## src/rtl/outpass_scheduler.sv

```systemverilog
// -----------------------------------------------------------------------------
// outpass_scheduler
//
// Shares a tile's four external output pins (O0..O3) among NUM_REQ fabric-side
// requesters. Ownership is granted round-robin for a whole burst. Beats move
// under a valid/ready handshake, and a configurable idle gap follows each
// burst. Each pin has its own registered/bypass output stage.
//
// Ports
//   UserCLK     in   fabric user clock, all state on the rising edge
//   RESETn      in   asynchronous, active-low reset
//   ConfigBits  in   [3:0] per-pin register enable (1 = registered pin)
//                    [5:4] idle gap cycles inserted after each burst (0..3)
//   req_valid   in   requester r has a beat available
//   req_len     in   burst length of requester r in [4r+3:4r] (0 means 16)
//   req_data    in   beat data of requester r in [4r+3:4r]
//   req_ready   out  one-hot; a beat is accepted on req_valid[r] & req_ready[r]
//   grant       out  one-hot owner of the pins, held for the whole burst
//   busy        out  scheduler is not idle
//   out_valid   out  an accepted beat is present on the bypass pins
//   O0..O3      out  external pins
// -----------------------------------------------------------------------------
module outpass_scheduler #(
   parameter int NUM_REQ      = 4,
   parameter int NoConfigBits = 6
) (
   input  logic                    UserCLK,
   input  logic                    RESETn,
   input  logic [NoConfigBits-1:0] ConfigBits,
   input  logic [NUM_REQ-1:0]      req_valid,
   input  logic [4*NUM_REQ-1:0]    req_len,
   input  logic [4*NUM_REQ-1:0]    req_data,
   output logic [NUM_REQ-1:0]      req_ready,
   output logic [NUM_REQ-1:0]      grant,
   output logic                    busy,
   output logic                    out_valid,
   output logic                    O0,
   output logic                    O1,
   output logic                    O2,
   output logic                    O3
);

   localparam int IDX_W = $clog2(NUM_REQ);

   localparam logic [1:0] S_IDLE = 2'd0;
   localparam logic [1:0] S_XFER = 2'd1;
   localparam logic [1:0] S_GAP  = 2'd2;

   logic [1:0]         state_q,     state_d;
   logic [NUM_REQ-1:0] grant_q,     grant_d;
   logic [IDX_W-1:0]   winner_q,    winner_d;
   logic [IDX_W-1:0]   rr_ptr_q,    rr_ptr_d;
   logic [4:0]         cnt_q,       cnt_d;
   logic [1:0]         gap_q,       gap_d;
   logic [3:0]         out_d_q,     out_d_d;    // beat stage, drives bypass pins
   logic [3:0]         out_r_q;                 // one-cycle-later copy for registered pins
   logic               out_valid_q, out_valid_d;

   logic               arb_found;
   logic [IDX_W-1:0]   arb_idx;
   logic [IDX_W-1:0]   scan_idx;
   logic [3:0]         arb_len;
   logic [3:0]         beat_data;
   logic               accept;
   logic [1:0]         cfg_gap;
   logic [3:0]         pin_mux;

   // Index arithmetic modulo NUM_REQ; NUM_REQ need not be a power of two.
   function automatic logic [IDX_W-1:0] wrap_add(input logic [IDX_W-1:0] base,
                                                 input int unsigned      off);
      int unsigned s;
      s = 32'(base) + off;
      if (s >= NUM_REQ) s = s - NUM_REQ;
      return s[IDX_W-1:0];
   endfunction

   assign cfg_gap = ConfigBits[5:4];

   // Round-robin pick: scan offsets from the highest down so that the
   // requester closest to rr_ptr (offset 0 first) is the last one written.
   always_comb begin
      // NOTE: every combinational output gets a default before any branch,
      // otherwise a path that skips the assignment infers a latch.
      arb_found = 1'b0;
      arb_idx   = '0;
      scan_idx  = '0;
      for (int i = NUM_REQ - 1; i >= 0; i--) begin
         scan_idx = wrap_add(rr_ptr_q, i);
         if (req_valid[scan_idx]) begin
            arb_found = 1'b1;
            arb_idx   = scan_idx;
         end
      end
   end

   assign arb_len   = req_len[{arb_idx, 2'b00} +: 4];
   assign beat_data = req_data[{winner_q, 2'b00} +: 4];
   // Only the owner's valid matters; everyone else is ignored outside IDLE.
   assign accept    = (state_q == S_XFER) && req_valid[winner_q];

   always_comb begin
      state_d     = state_q;
      grant_d     = grant_q;
      winner_d    = winner_q;
      rr_ptr_d    = rr_ptr_q;
      cnt_d       = cnt_q;
      gap_d       = gap_q;
      out_d_d     = 4'b0;       // idle, gap and stall cycles drive zeros
      out_valid_d = 1'b0;
      case (state_q)
         S_IDLE: begin
            if (arb_found) begin
               state_d  = S_XFER;
               grant_d  = {{(NUM_REQ-1){1'b0}}, 1'b1} << arb_idx;
               winner_d = arb_idx;
               rr_ptr_d = wrap_add(arb_idx, 1);
               cnt_d    = (arb_len == 4'd0) ? 5'd16 : {1'b0, arb_len};
            end
         end
         S_XFER: begin
            // A stall simply holds the grant; there is no timeout.
            if (accept) begin
               out_d_d     = beat_data;
               out_valid_d = 1'b1;
               cnt_d       = cnt_q - 5'd1;
               if (cnt_q == 5'd1) begin
                  grant_d = '0;
                  if (cfg_gap != 2'd0) begin
                     state_d = S_GAP;
                     gap_d   = cfg_gap;
                  end else begin
                     state_d = S_IDLE;
                  end
               end
            end
         end
         S_GAP: begin
            gap_d = gap_q - 2'd1;
            if (gap_q == 2'd1) state_d = S_IDLE;
         end
         default: begin
            state_d = S_IDLE;
            grant_d = '0;
         end
      endcase
   end

   // NOTE: the reset is asynchronous and covers every register, so the pins
   // drop to zero the moment RESETn falls, even mid-burst; the burst is lost.
   always_ff @(posedge UserCLK or negedge RESETn) begin
      if (!RESETn) begin
         state_q     <= S_IDLE;
         grant_q     <= '0;
         winner_q    <= '0;
         rr_ptr_q    <= '0;
         cnt_q       <= '0;
         gap_q       <= '0;
         out_d_q     <= '0;
         out_r_q     <= '0;
         out_valid_q <= 1'b0;
      end else begin
         // NOTE: non-blocking assignments make every register sample the
         // pre-edge values, so out_r_q really takes the old out_d_q.
         state_q     <= state_d;
         grant_q     <= grant_d;
         winner_q    <= winner_d;
         rr_ptr_q    <= rr_ptr_d;
         cnt_q       <= cnt_d;
         gap_q       <= gap_d;
         out_d_q     <= out_d_d;
         out_r_q     <= out_d_q;
         out_valid_q <= out_valid_d;
      end
   end

   // grant is only non-zero in XFER, so ready is purely registered state and
   // never depends combinationally on req_valid.
   assign req_ready = grant_q;
   assign grant     = grant_q;
   assign busy      = (state_q != S_IDLE);
   assign out_valid = out_valid_q;

   // Per-pin output stage; ConfigBits may change at any time and acts at once.
   assign pin_mux = (ConfigBits[3:0] & out_r_q) | (~ConfigBits[3:0] & out_d_q);
   assign O0 = pin_mux[0];
   assign O1 = pin_mux[1];
   assign O2 = pin_mux[2];
   assign O3 = pin_mux[3];

endmodule
```

## config.mk

```make
export PLATFORM = sky130hd
export DESIGN_NAME = outpass_scheduler
export DESIGN_NICKNAME = d
export VERILOG_FILES = /design/src/rtl/outpass_scheduler.sv
export SDC_FILE = /design/constraint.sdc
export NUM_CORES = 1
export LEC_CHECK = 0
export ABC_AREA = 1
export BUFFER_PORTS_ARGS = -buffer_cell sky130_fd_sc_hd__buf_2
export CORE_UTILIZATION = 51
export DETAILED_ROUTE_END_ITERATION = 12
export GPL_ROUTABILITY_DRIVEN = 0
export PLACE_DENSITY = 0.77
export SETUP_SLACK_MARGIN = 0.2
export SYNTH_ARGS = -nofsm -noshare
export SYNTH_HDL_FRONTEND = slang
export SYNTH_SLANG_ARGS = --single-unit
```

## constraint.sdc

```tcl
create_clock -name UserCLK -period 2.39 [get_ports UserCLK]
set_input_delay 0.3585 -clock UserCLK [delete_from_list [all_inputs] [get_ports UserCLK]]
set_output_delay 0.3585 -clock UserCLK [all_outputs]
set_load 0.01 [all_outputs]
```

==> impl_results.md <==
- Status: completed
- Hold Crit Class: in2async
- RSZ-0062 raised after global routing: false
- Area Overhead vs Synth: 18.7%
- Final worst-path cycle share: 81.2%
- Die width: 62.3 um
- Max-cap violation count: 0
- IO Pins: 58
- Final min period: 1.94 ns
- Final instance area: 2200 um2
- Worst-case clock skew: 0.00652 ns
- Comb power frac: 67.1%
- Seq pwr share: 26.7%
- CP max-delay cell: dfrtp_2
- Total grt overflow: 0
- Starting Density: 54.2%
- Setup violation total in the final timing report: 0
- Core area: 3420 um2
- PD cells: 1380 nW/um2
- Synth Register Bits: 26
- Crit Path Max Fanout: 11
- Antenna-violating nets left: 0
- Antenna violations before repair: 0
- Cts hold-fix bufs: 0
- Post-synth top area cell: dfrtp_1
- Sw frac: 51.9%
- Via count: 1740
- Post-synthesis net count: 299
- Pins over their slew limit: 0
- Fillers: 332
- Post-Syn Area: 1850 um2
- Clk pwr share: 6.2%
- Share of cells above drive strength 1: 29.9%
- Req. time, crit path: 2.60 ns
- Nets: 357
- Clk slew on worst S/H paths: 0.14 ns
- Synth Instances: 248
- P_leak: 0.00120 uW
- Hold_ws: 0.00984 ns
- Reg2reg setup slack: 0.45 ns
- Final Hold Fails: 0
- DRC Markers: 0
- Clock root buffer master: clkbuf_4
- WS Path Type: reg2reg
- Vias in the first global route: 1619
- First-pass GRT wire length: 7080 um
- Die area: 3880 um2
- Commonest register cell after synthesis: dfrtp_1
- Seq/Total Area, Yosys: 35.1%
- Hpwl dp: 3150 um
- Largest net degree at the start of global routing: 27
- Die H: 62.3 um
- Num rows: 21
- Yosys cell types: 33
- Highest clock rate: 515 MHz
- Register Area: 652 um2
- DR vias/cell: 4.97
- Placed Instance Area: 2170 um2
- Setup TNS: 0 ns
- Syn Area/Cell: 7.47 um2
- TritonCTS clock tree: done
- P_sw: 1580 uW
- Slew @ Worst Pin: 0.575 ns
- Wire per inst: 11.4 um
- Slew headroom: 61.7%
- Top cells by area, synth: dfrtp_1 35%, nand2_1 11%, inv_1 6.1%
- Commonest non-fill, non-tap cell in the layout: buf_2
- Startpoint type of the worst setup path: flip-flop
- Port Buffers: 57
- Crit-path max cell delay: 0.49 ns
- Post-Place Worst Slack: 0.391 ns
- CTS Sinks: 26
- Total CTS buffers: 3
- Synth async-reset ratio: 100%
- WP buf/inv: 3
- DR pass1 iterations: 4
- Most frequent cells in the layout: 57 x buf_2, 53 x nand2_1, 30 x inv_1, 29 x nor2_1, 25 x dfrtp_1
- CP cell instances: inv_4, nand2_2, nand3_1, nand2_1, inv_2, nand3_4, nand2_8, inv_1, ha_1, nand2_1, o21ai_0
- CP most frequent cell: nand2_1
- H-tree levels: 1
- Clock Latency Late Sink: 0.33 ns
- Total Power: 3040 uW
- Clk buf depth: 2
- Post-synth EDFFs: 0
- N_diodes: 0
- Setup ws final: 0.450 ns
- 1st-iter DRT viols: 76
- GR Util All Layers: 22.6%
- Synth top area share: 35.1%
- Cell type group with the largest total delay on the critical path: simple AND/OR/NAND/NOR gates
- P_int: 1460 uW
- Synth warn: 0
- Multi-input gate area: 1040 um2
- Crit end category: flip-flop
- Final wirelength: 3980 um
- Max VDD drop: 0.899 mV
- Crit path DAT: 2.15 ns
[logic make-up (layout without fill, tap and decap cells)]
| family | count (synthesis) | in the layout | share of synthesized area, % |
|---|---|---|---|
| adders and majority gates | 7 | 7 | 4.73 |
| xor gates and xnor gates | 2 | 2 | 0.945 |
| DFF | 26 | 26 | 35.1 |
| muxes | 5 | 5 | 3.04 |
| buffers and inverters | 39 | 95 | 8.98 |
| and+or+nand+nor | 126 | 126 | 34.8 |
| AOI/OAI and AO/OA | 43 | 43 | 12.4 |
[layer usage]
| layer | routed length, um | up-vias | track usage, % |
|---|---|---|---|
| met5 | 0 | - | 0 |
| met4 | 56 | 0 | 7.85 |
| met3 | 172 | 5 | 2.57 |
| met2 | 1840 | 52 | 37.5 |
| met1 | 1910 | 768 | 30.4 |
| li1 | - | 915 | - |
[sequential cells by signal, indices dropped and copies added, names as in the netlist]
register,cells
grant,4
cnt_q,5
state_q,2
winner_q,2
out_valid,1
out_d_q,4
rr_ptr_q,2
gap_q,2
out_r_q,4
[synth_stat cells, types with 3 or more instances]
library cell / instances
mux2_2: 5
o21ai_1: 5
ha_1: 7
dfrtp_1: 26
o21ai_0: 22
nor2_1: 29
nand2_1: 54
inv_1: 30
nand3b_1: 6
a21oi_1: 11
nand2_2: 5
buf_4: 4
nand3_1: 17
nand3_2: 3
[cell type report]
type,instances,area share (%)
Clock buffer,3,1.02
Inverter,34,6.03
Multi-Input combinational cell,183,47.4
Sequential cell,26,29.6
Tap cell,46,2.62
Timing Repair Buffer,58,13.3
[path summary, 6_finish.rpt]
path	from	end	cells after the start
worst max-delay path	rr_ptr_q[0]	rr_ptr_q[1]	11
worst min-delay path	RESETn	state_q[1]	1
worst max register to register	rr_ptr_q[0]	rr_ptr_q[1]	11
worst min register to register	out_d_q[1]	out_r_q[1]	0
max in group asynchronous	RESETn	rr_ptr_q[0]	1
min in group UserCLK	req_data[13]	out_d_q[1]	3
[worst register-to-register path, stage by stage (launching register included)]
cell and delay [ns]:
dfrtp_2 0.49, inv_4 0.13, nand2_2 0.08, nand3_1 0.14
nand2_1 0.09, inv_2 0.10, nand3_4 0.16, nand2_8 0.16
inv_1 0.09, ha_1 0.27, nand2_1 0.06, o21ai_0 0.07
[power by group through the flow]
stage	Sequential (uW)	Combinational, uW	Clock [uW]
3_3_place_gp	809	2000	0
6_report	811	2040	189
2_1_floorplan	784	1610	0
4_1_cts	809	2040	192
5_1_grt	839	2340	211
3_5_place_dp	819	2030	0
[per-stage QoR]
step / instances / util (%)
2_1_floorplan: 248 / -
3_3_place_gp: 347 / 63.5
6_report: 350 / 64.4
4_1_cts: 350 / 64.2
3_5_place_dp: 347 / 63.5
5_1_grt: 350 / 64.4
[timing repair]
item                       4_1_cts  5_1_grt
resized for setup                0        3
setup endpoints to repair        0       10
setup buffers                    0        0
Power figures use the tool's default switching activity.
